$ cat src/rtl/cascade_pkg.sv
// Shared constants and types for the cascade classifier datapath.
package cascade_pkg;

  localparam int unsigned W_LEAF        = 13;
  localparam int unsigned MAX_STAGE_LEN = 211;
  localparam int unsigned STAGE_NUM     = 25;

  localparam int unsigned W_LEN   = $clog2(MAX_STAGE_LEN + 1);
  localparam int unsigned W_ACC   = W_LEAF + $clog2(MAX_STAGE_LEN);
  localparam int unsigned W_STAGE = $clog2(STAGE_NUM);

  typedef enum logic [1:0] {
    IDLE = 2'd0,
    ACC  = 2'd1,
    CMP  = 2'd2,
    OUT  = 2'd3
  } state_t;

  typedef logic signed [W_ACC-1:0] acc_t;

endpackage : cascade_pkg

$ cat src/rtl/stage_accum.sv
// Sums the leaf values of one cascade stage, compares against the stage
// threshold and emits one pass/fail result per stage.
module stage_accum
  import cascade_pkg::*;
(
  input  logic               clk,
  input  logic               rst,
  input  logic               stage_valid,
  output logic               stage_ready,
  input  logic [W_LEN-1:0]   stage_len,
  input  logic [W_ACC-1:0]   stage_thr,
  input  logic               leaf_valid,
  output logic               leaf_ready,
  input  logic [W_LEAF-1:0]  leaf_data,
  output logic               res_valid,
  input  logic               res_ready,
  output logic               res_pass,
  output logic [W_STAGE-1:0] res_stage,
  output logic               res_last
);

  state_t             state_q, state_d;
  logic [W_LEN-1:0]   len_q, len_d;
  acc_t               thr_q, thr_d;
  acc_t               acc_q, acc_d;
  logic [W_LEN-1:0]   cnt_q, cnt_d;
  logic [W_STAGE-1:0] idx_q, idx_d;
  logic               pass_q, pass_d;
  logic               last_q, last_d;
  logic               stage_ready_q;
  logic               leaf_ready_q;
  logic               res_valid_q;

  logic [W_LEN-1:0]   cnt_inc;
  acc_t               leaf_ext;

  assign cnt_inc  = cnt_q + W_LEN'(1);
  assign leaf_ext = acc_t'({{(W_ACC - W_LEAF){leaf_data[W_LEAF-1]}}, leaf_data});

  // Next-state, accumulate and compare logic.
  always_comb begin
    state_d = state_q;
    len_d   = len_q;
    thr_d   = thr_q;
    acc_d   = acc_q;
    cnt_d   = cnt_q;
    idx_d   = idx_q;
    pass_d  = pass_q;
    last_d  = last_q;
    case (state_q)
      IDLE: begin
        if (stage_valid) begin
          len_d   = stage_len;
          thr_d   = acc_t'(stage_thr);
          acc_d   = '0;
          cnt_d   = '0;
          state_d = (stage_len == '0) ? CMP : ACC;
        end
      end
      ACC: begin
        if (leaf_valid) begin
          acc_d = acc_q + leaf_ext;
          cnt_d = cnt_inc;
          if (cnt_inc == len_q) begin
            state_d = CMP;
          end
        end
      end
      CMP: begin
        pass_d  = (acc_q >= thr_q);
        last_d  = !(acc_q >= thr_q) || (idx_q == W_STAGE'(STAGE_NUM - 1));
        state_d = OUT;
      end
      OUT: begin
        if (res_ready) begin
          idx_d   = last_q ? '0 : idx_q + W_STAGE'(1);
          state_d = IDLE;
        end
      end
      default: state_d = IDLE;
    endcase
  end

  // State and datapath registers; handshake flags track the next state.
  always_ff @(posedge clk or posedge rst) begin
    if (rst) begin
      state_q       <= IDLE;
      len_q         <= '0;
      thr_q         <= '0;
      acc_q         <= '0;
      cnt_q         <= '0;
      idx_q         <= '0;
      pass_q        <= 1'b0;
      last_q        <= 1'b0;
      stage_ready_q <= 1'b1;
      leaf_ready_q  <= 1'b0;
      res_valid_q   <= 1'b0;
    end else begin
      state_q       <= state_d;
      len_q         <= len_d;
      thr_q         <= thr_d;
      acc_q         <= acc_d;
      cnt_q         <= cnt_d;
      idx_q         <= idx_d;
      pass_q        <= pass_d;
      last_q        <= last_d;
      stage_ready_q <= (state_d == IDLE);
      leaf_ready_q  <= (state_d == ACC);
      res_valid_q   <= (state_d == OUT);
    end
  end

  assign stage_ready = stage_ready_q;
  assign leaf_ready  = leaf_ready_q;
  assign res_valid   = res_valid_q;
  assign res_pass    = pass_q;
  assign res_stage   = idx_q;
  assign res_last    = last_q;

endmodule : stage_accum

$ cat config.mk
export PLATFORM = sky130hd
export DESIGN_NAME = stage_accum
export DESIGN_NICKNAME = d
export VERILOG_FILES = /design/src/rtl/cascade_pkg.sv /design/src/rtl/stage_accum.sv
export SDC_FILE = /design/constraint.sdc
export NUM_CORES = 1
export LEC_CHECK = 0
export BUFFER_PORTS_ARGS = -buffer_cell sky130_fd_sc_hd__buf_2
export CORE_ASPECT_RATIO = 1.5
export CORE_MARGIN = 3
export CORE_UTILIZATION = 63
export CTS_BUF_LIST = sky130_fd_sc_hd__clkbuf_16
export DETAILED_ROUTE_END_ITERATION = 6
export PLACE_DENSITY = 0.86
export SYNTH_ARGS = -nofsm -noshare
export SYNTH_HDL_FRONTEND = slang
export SYNTH_SLANG_ARGS = --single-unit
export TNS_END_PERCENT = 20
$ cat constraint.sdc
create_clock -name clk -period 4.4 [get_ports clk]
set_clock_uncertainty 0.15 [all_clocks]
set_input_delay 0.22 -clock clk [delete_from_list [all_inputs] [get_ports clk]]
set_output_delay 0.22 -clock clk [all_outputs]
set_load 0.03 [all_outputs]
==> results.py, run 1 <==
metrics = {
    "pwr": {
        "p_per_area_mw_per_mm2": 750,
        "vdd_drop_max_mv": 0.472,
        "leakagePower_nw": 2.55,
    },
    "clocking": {
        "cts_root_buffer": "clkbuf_16",
        "clock_sink_count": 70,
        "clock_path_buffers": 2,
        "htree_levels": 3,
        "clk_latency_ns": 0.34,
        "numCtsBuffers": 9,
        "post_cts_buffers": 0,
        "tritoncts": "built",
        "path_clk_slew_ns": 0.06,
    },
    "place": {
        "hpwl_um": 6920,
        "numPortBuffers": 56,
        "place_inst": 583,
        "dpl-instance-area_mm2": 0.00468,
        "place.gp.congestion": 0.921,
    },
    "yosys": {
        "async_reset_ff_frac": 1.00,
        "synth_edf_count": 0,
        "synth_xor_area_frac": 0.0623,
        "yosys.area_share.simple": 0.140,
        "synth.area.mux_share": 0.0233,
        "synth-compound-area-share": 0.195,
        "ys_seq_area_frac": 0.404,
        "synth.distinct_cells": 55,
        "ys.flop_type": "dfrtp_1",
        "synthCells": 464,
        "synthesis.area_mm2": 0.00434,
        "syn_nets": 556,
        "synth.avg_cell_area_um2": 9.35,
        "synth_top_family_by_area": "compound AO/OA/AOI/OAI gates",
        "ys_warn_count": 0,
        "synth-adder-area-share": 0.131,
        "synth-seq-cells": 70,
    },
    "layout": {
        "final_nets": 641,
        "register_area_mm2": 0.00175,
        "nFillCells": 403,
        "final_area_mm2": 0.00533,
        "fin_cells": 630,
        "drive_above_1_share": 0.182,
        "multi_input_area_mm2": 0.00240,
        "area_growth_pct": 22.7,
        "antenna_cells": 0,
    },
    "sta": {
        "slew_headroom": 0.391,
        "fmax_mhz": 364,
        "worst_pin_slew_ns": 0.911,
        "fin_crit_sh": 0.624,
        "fin_tns_setup_ns": 0,
        "fin_crit_ns": 2.75,
        "finalSetupViolCount": 0,
        "rsz0062_at_grt": "no",
        "hold_viol": 0,
        "drv_slew": 0,
    },
    "die": {
        "dieHeight_um": 108,
        "die_area_mm2": 0.00794,
        "core_area_mm2": 0.00658,
        "start_util": 0.660,
        "die_w_um": 73.8,
        "io_pins": 57,
        "rows": 36,
    },
    "run": {
        "drv_cap": 0,
    },
    "global_route": {
        "grt_pass1_wl_um": 17200,
        "grt.overflow.total": 0,
        "grt_max_degree": 51,
        "grt_usage": 0.281,
        "grt_antenna_before_repair": 0,
        "grt_pass1_vias": 3862,
    },
    "run_status": {
        "outcome": "complete, no violations",
    },
    "worst_setup_path": {
        "worstPathArrival_ns": 2.82,
        "end_kind": "flop",
        "crit_slowest_cell": "dfrtp_1",
        "cp_cell_sequence": "ha_1 > inv_1 > fa_1 > nor2b_1 > o31ai_2 > a31oi_2 > a31oi_1 > o21ai_1 > xor2_1 > o21bai_1 > a22o_1",
        "worst-path-max-fanout": 4,
        "start_kind": "flop",
        "crit_required_ns": 4.47,
        "critical_path_class": "reg2reg",
        "critPathMaxStageDelay_ns": 0.37,
    },
    "routing": {
        "vias_per_cell": 5.85,
        "ant_nets": 0,
        "wire_per_inst_um": 15.9,
        "drt_pre_antenna_iters": 4,
        "detail_route.iter0.violations": 235,
        "vias": 3683,
        "drc": 0,
        "wirelength_um": 10000,
    },
    "hold_path": {
        "hp-class": "in2reg",
    },
}
-- worst max-delay path, delay by kind of cell (launching register included) --
family,cells,cell delay [ns]
flops,1,0.37
buf+inv,1,0.06
fa+ha+maj,2,0.55
simple gates,1,0.23
xor+xnor,1,0.21
compound gates,6,1.05
-- layout by cell type, fill, tap and decap left out, drive strengths merged, types with 7 or more instances in the layout --
cell / n
nor2: 15
dlygate4sd3: 31
inv: 33
xor2: 17
buf: 59
a31oi: 7
a21o: 12
nand4: 7
dfrtp: 69
clkbuf: 9
a21oi: 27
o21ai: 55
nand3: 14
nand2: 58
ha: 44
xnor2: 13
mux2: 9
o31ai: 8
-- registers in the layout, indices dropped and copies added (netlist names) --
name	count
acc_q	21
thr_q	21
cnt_q	8
len_q	8
res_stage	5
state_q	2
leaf_ready	1
res_last	1
res_pass	1
res_valid	1
stage_ready	1
-- worst paths after layout --
kind	startpoint	to	slack (ns)	cells past startpoint
min in group asynchronous	rst	res_last	0.36	3
hold reg to reg	acc_q[11]	acc_q[11]	0.37	2
setup reg to reg	acc_q[0]	acc_q[20]	1.65	11
setup / recovery	acc_q[0]	acc_q[20]	1.65	11
hold / removal	stage_len[7]	len_q[7]	0.02	2
max in group asynchronous	rst	cnt_q[5]	2.78	4
-- cells in the mapped netlist, drive strengths merged (2+ instances only) --
cell,instances,area share
dfrtp,69,0.40
nand2,58,0.050
o21ai,55,0.063
ha,44,0.13
inv,33,0.029
a21oi,27,0.032
xor2,17,0.034
nor2,15,0.014
nand3,14,0.017
xnor2,13,0.028
a21o,12,0.021
clkbuf,12,0.010
mux2,9,0.023
o31ai,8,0.015
a31oi,7,0.013
nand4,7,0.010
nor2b,6,0.0086
nor3,6,0.0081
o21bai,6,0.010
buf,4,0.0052
a22o,3,0.0061
and2,3,0.0043
and3,3,0.0043
nand2b,3,0.0043
nor3b,3,0.0052
o21a,3,0.0052
a211oi,2,0.0035
a21boi,2,0.0035
nor4,2,0.0029
or2,2,0.0029
-- layout make-up --
type,count,area share
clock buffer,9,0.0423
inverter,33,0.0233
tap,76,0.0179
sequential,70,0.329
multi-input combinational,345,0.451
clock inverter,7,0.0211
timing repair buffer,90,0.115
-- stage by stage --
stage               utilization  power (mW)  hold slack, ns  setup slack (ns)
finish                    0.810        3.99          0.0229              1.65
global route              0.810        4.34          0.0282              1.42
CTS                       0.810        4.00          0.0163              1.65
detailed placement        0.711        3.12           0.190              1.67
global placement          0.711        3.00           0.186              1.80
floorplan                     -        2.67           0.133              1.99
-- logic make-up (layout without fill, tap and decap cells) --
family                   Yosys count  in the layout
AO/OA/AOI/OAI                    135            135
XOR/XNOR                          30             30
adder cells (fa/ha/maj)           45             45
buffers and inverters             49            139
flip-flops                        70             70
multiplexers                       9              9
AND/OR/NAND/NOR                  126            126
-- report_power, final --
group	total, mW	leakage (nW)	internal (mW)	switching (mW)
combinational	1.99	1.54	0.871	1.12
sequential	1.18	0.849	0.946	0.234
clock	0.819	0.165	0.550	0.269
-- what timing repair did --
action                    in CTS  in global routing
hold endpoints to repair      59                  0
resized for setup              0                  0
hold buffers                  31                  0
-- per-layer routing --
metal,global-route usage,routed length [um],up-vias
met4,0.117,289,0
li1,-,-,1806
met2,0.493,5290,93
met3,0.0579,451,21
met5,0,0,-
met1,0.324,3990,1763
(Power assumes the default switching activity.)
==> inputs of run 2 (changes only) <==
--- a/config.mk
+++ b/config.mk
@@ -8,10 +8,10 @@
 export BUFFER_PORTS_ARGS = -buffer_cell sky130_fd_sc_hd__buf_2
 export CORE_ASPECT_RATIO = 1.5
 export CORE_MARGIN = 3
-export CORE_UTILIZATION = 63
+export CORE_UTILIZATION = 53
 export CTS_BUF_LIST = sky130_fd_sc_hd__clkbuf_16
 export DETAILED_ROUTE_END_ITERATION = 6
-export PLACE_DENSITY = 0.86
+export PLACE_DENSITY = 0.77
 export SYNTH_ARGS = -nofsm -noshare
 export SYNTH_HDL_FRONTEND = slang
 export SYNTH_SLANG_ARGS = --single-unit
==> constraint.sdc (replaced) <==
create_clock -name clk -period 2.4 [get_ports clk]
set_clock_uncertainty 0.15 [all_clocks]
set_input_delay 0.12 -clock clk [delete_from_list [all_inputs] [get_ports clk]]
set_output_delay 0.12 -clock clk [all_outputs]
set_load 0.03 [all_outputs]
==> run 2 against run 1 <==
Critical endpoint unchanged; flip-flop and latch count unchanged; largest power group unchanged; count of clock-buffer cells in the layout did not move; global-route usage fell by 4.0 points; the flow now finishes with violations (negative setup slack); critical path depth stayed put; clock power increased by 72%.
==> results.py, run 2 (synthesis results as in run 1) <==
metrics = {
    "run_status": {
        "outcome": "finished with violations",
        "violations": "negative setup slack",
    },
    "hold_path": {
        "min-delay-start": "leaf_data[0]",
        "worstHoldPathCells": 4,
        "holdPathEnd": "acc_q[0]",
        "hp-class": "in2reg",
    },
    "worst_setup_path": {
        "worstPathArrival_ns": 2.61,
        "cp_cell_sequence": "ha_2 > inv_2 > fa_2 > nor2b_4 > o31ai_4 > a31oi_2 > a31oi_2 > o21ai_2 > xor2_1 > o21bai_1 > a22o_1",
        "r2r-start": "acc_q[0]",
        "crit_slowest_cell": "fa_2",
        "end_kind": "flop",
        "reg2reg_slack_ns": -0.14,
        "critPathMaxStageDelay_ns": 0.41,
        "critical_path_class": "reg2reg",
        "rr_worst_depth": 11,
        "crit_required_ns": 2.48,
        "worst-path-max-fanout": 2,
        "crit_path_frequent_cell": "a31oi_2",
        "start_kind": "flop",
        "r2r_end": "acc_q[20]",
    },
    "clocking": {
        "tritoncts": "built",
        "clock_path_buffers": 2,
        "htree_levels": 3,
        "cts_root_buffer": "clkbuf_16",
        "clk_latency_ns": 0.34,
        "path_clk_slew_ns": 0.06,
        "clock_sink_count": 70,
        "numCtsBuffers": 9,
    },
    "global_route": {
        "grt_usage": 0.241,
        "grt_antenna_before_repair": 0,
        "grt_pass1_vias": 3831,
        "grt.overflow.total": 0,
        "grt_pass1_wl_um": 17300,
        "grt_max_degree": 71,
    },
    "layout": {
        "most-common-layout-cells": "dfrtp_1 (69), nand2_1 (58), buf_2 (56)",
        "nFillCells": 568,
        "reg_top3": "acc_q x21, thr_q x21",
        "final_area_mm2": 0.00569,
        "final_util": 0.729,
        "drive_above_1_share": 0.252,
        "final_common_cell": "dfrtp_1",
        "antenna_cells": 0,
        "final_nets": 670,
        "area_growth_pct": 31.2,
    },
    "sta": {
        "drv_slew": 0,
        "worst_pin_slew_ns": 0.730,
        "slew_headroom": 0.512,
        "fin_crit_ns": 2.54,
        "finalWorstSetupSlack_ns": -0.137,
        "fin_crit_sh": 1.06,
        "hold_viol": 0,
        "rsz0062_at_grt": "yes",
        "fmax_mhz": 394,
        "finalSetupViolCount": 4,
    },
    "place": {
        "dpl-instance-area_mm2": 0.00490,
        "place.gp.congestion": 0.855,
        "hpwl_um": 7100,
        "dp_slack_ns": -0.194,
        "numPortBuffers": 56,
    },
    "routing": {
        "wl_met3_um": 394,
        "ant_nets": 0,
        "highest_layer": "met4",
        "wire_per_inst_um": 15.6,
        "wirelength_um": 10700,
        "drc": 0,
        "detail_route.iter0.violations": 186,
        "vias_per_cell": 5.53,
        "met1Wirelength_um": 4330,
        "wl_met2_um": 5750,
        "drt_pre_antenna_iters": 5,
        "vias": 3789,
    },
    "die": {
        "die_area_mm2": 0.00933,
        "dieHeight_um": 117,
        "die_w_um": 79.9,
        "core_area_mm2": 0.00781,
        "rows": 39,
        "start_util": 0.556,
        "io_pins": 57,
    },
    "pwr": {
        "vdd_drop_max_mv": 1.06,
        "finalPower_mw": 7.80,
        "p_per_area_mw_per_mm2": 1370,
        "leakagePower_nw": 2.70,
    },
    "run": {
        "drv_cap": 0,
    },
}
run 2: changes by cell type in the layout (fill, tap and decap cells not counted), sizes merged:
cell         change
buf             +28
bufinv           -1
clkinv           -1
dlygate4sd3      +1
inv              +2
run 2: final cells by class:
type                    instances  area (um2)  area share
clock inverters                 7        88.8      0.0156
multi-input cells             345        2530       0.444
well taps                     102         128      0.0224
flip-flops and latches         70        1750       0.308
inverters                      33         124      0.0218
repair buffers                119         846       0.149
clock buffers                   9         225      0.0396
run 2: critical path, delay by kind of cell (launching register included):
family | cells | cell delay, ns
xor+xnor | 1 | 0.21
compound gates | 6 | 0.93
buf+inv | 1 | 0.04
simple gates | 1 | 0.16
flops | 1 | 0.34
fa+ha+maj | 2 | 0.59
run 2: timing repair:
action / CTS / global route
pin swaps: 9 / 13
hold buffers: 32 / 0
resized for setup: 7 / 23
endpoints found under the hold margin: 100 / 0
setup buffers: 3 / 2
setup endpoints to repair: 5 / 13
run 2: worst max-delay path by stage:
stage / startpoint / endpoint / slack (ns) / depth (start not counted)
6_report: acc_q[0] / acc_q[20] / -0.14 / 11
5_1_grt: acc_q[0] / acc_q[20] / -0.27 / 11
4_1_cts: acc_q[0] / acc_q[20] / -0.12 / 11
3_5_place_dp: acc_q[0] / acc_q[20] / -0.19 / 11
3_3_place_gp: acc_q[0] / acc_q[20] / -0.09 / 11
2_1_floorplan: acc_q[0] / acc_q[20] / 0.02 / 11
run 2: per-layer routing:
metal	GRT usage	vias to the layer above
met5	0	-
met4	0.108	0
met3	0.0574	22
met2	0.442	100
met1	0.259	1793
li1	-	1874
run 2: metrics by stage:
stage	TNS (ns)	instances	hold slack (ns)
after global routing	-1.24	685	0.104
final	-0.266	685	0.0802
after CTS	-0.378	683	0.0522
after floorplan	0	464	0.0335
after detailed placement	-0.341	632	0.0869
after global placement	-0.0972	632	0.0792
run 2: report_power, final:
group	internal, mW	switching (mW)	total (mW)
Sequential	1.73	0.374	2.11
Clock	0.903	0.509	1.41
Combinational	1.96	2.32	4.28
Total	4.60	3.20	7.80
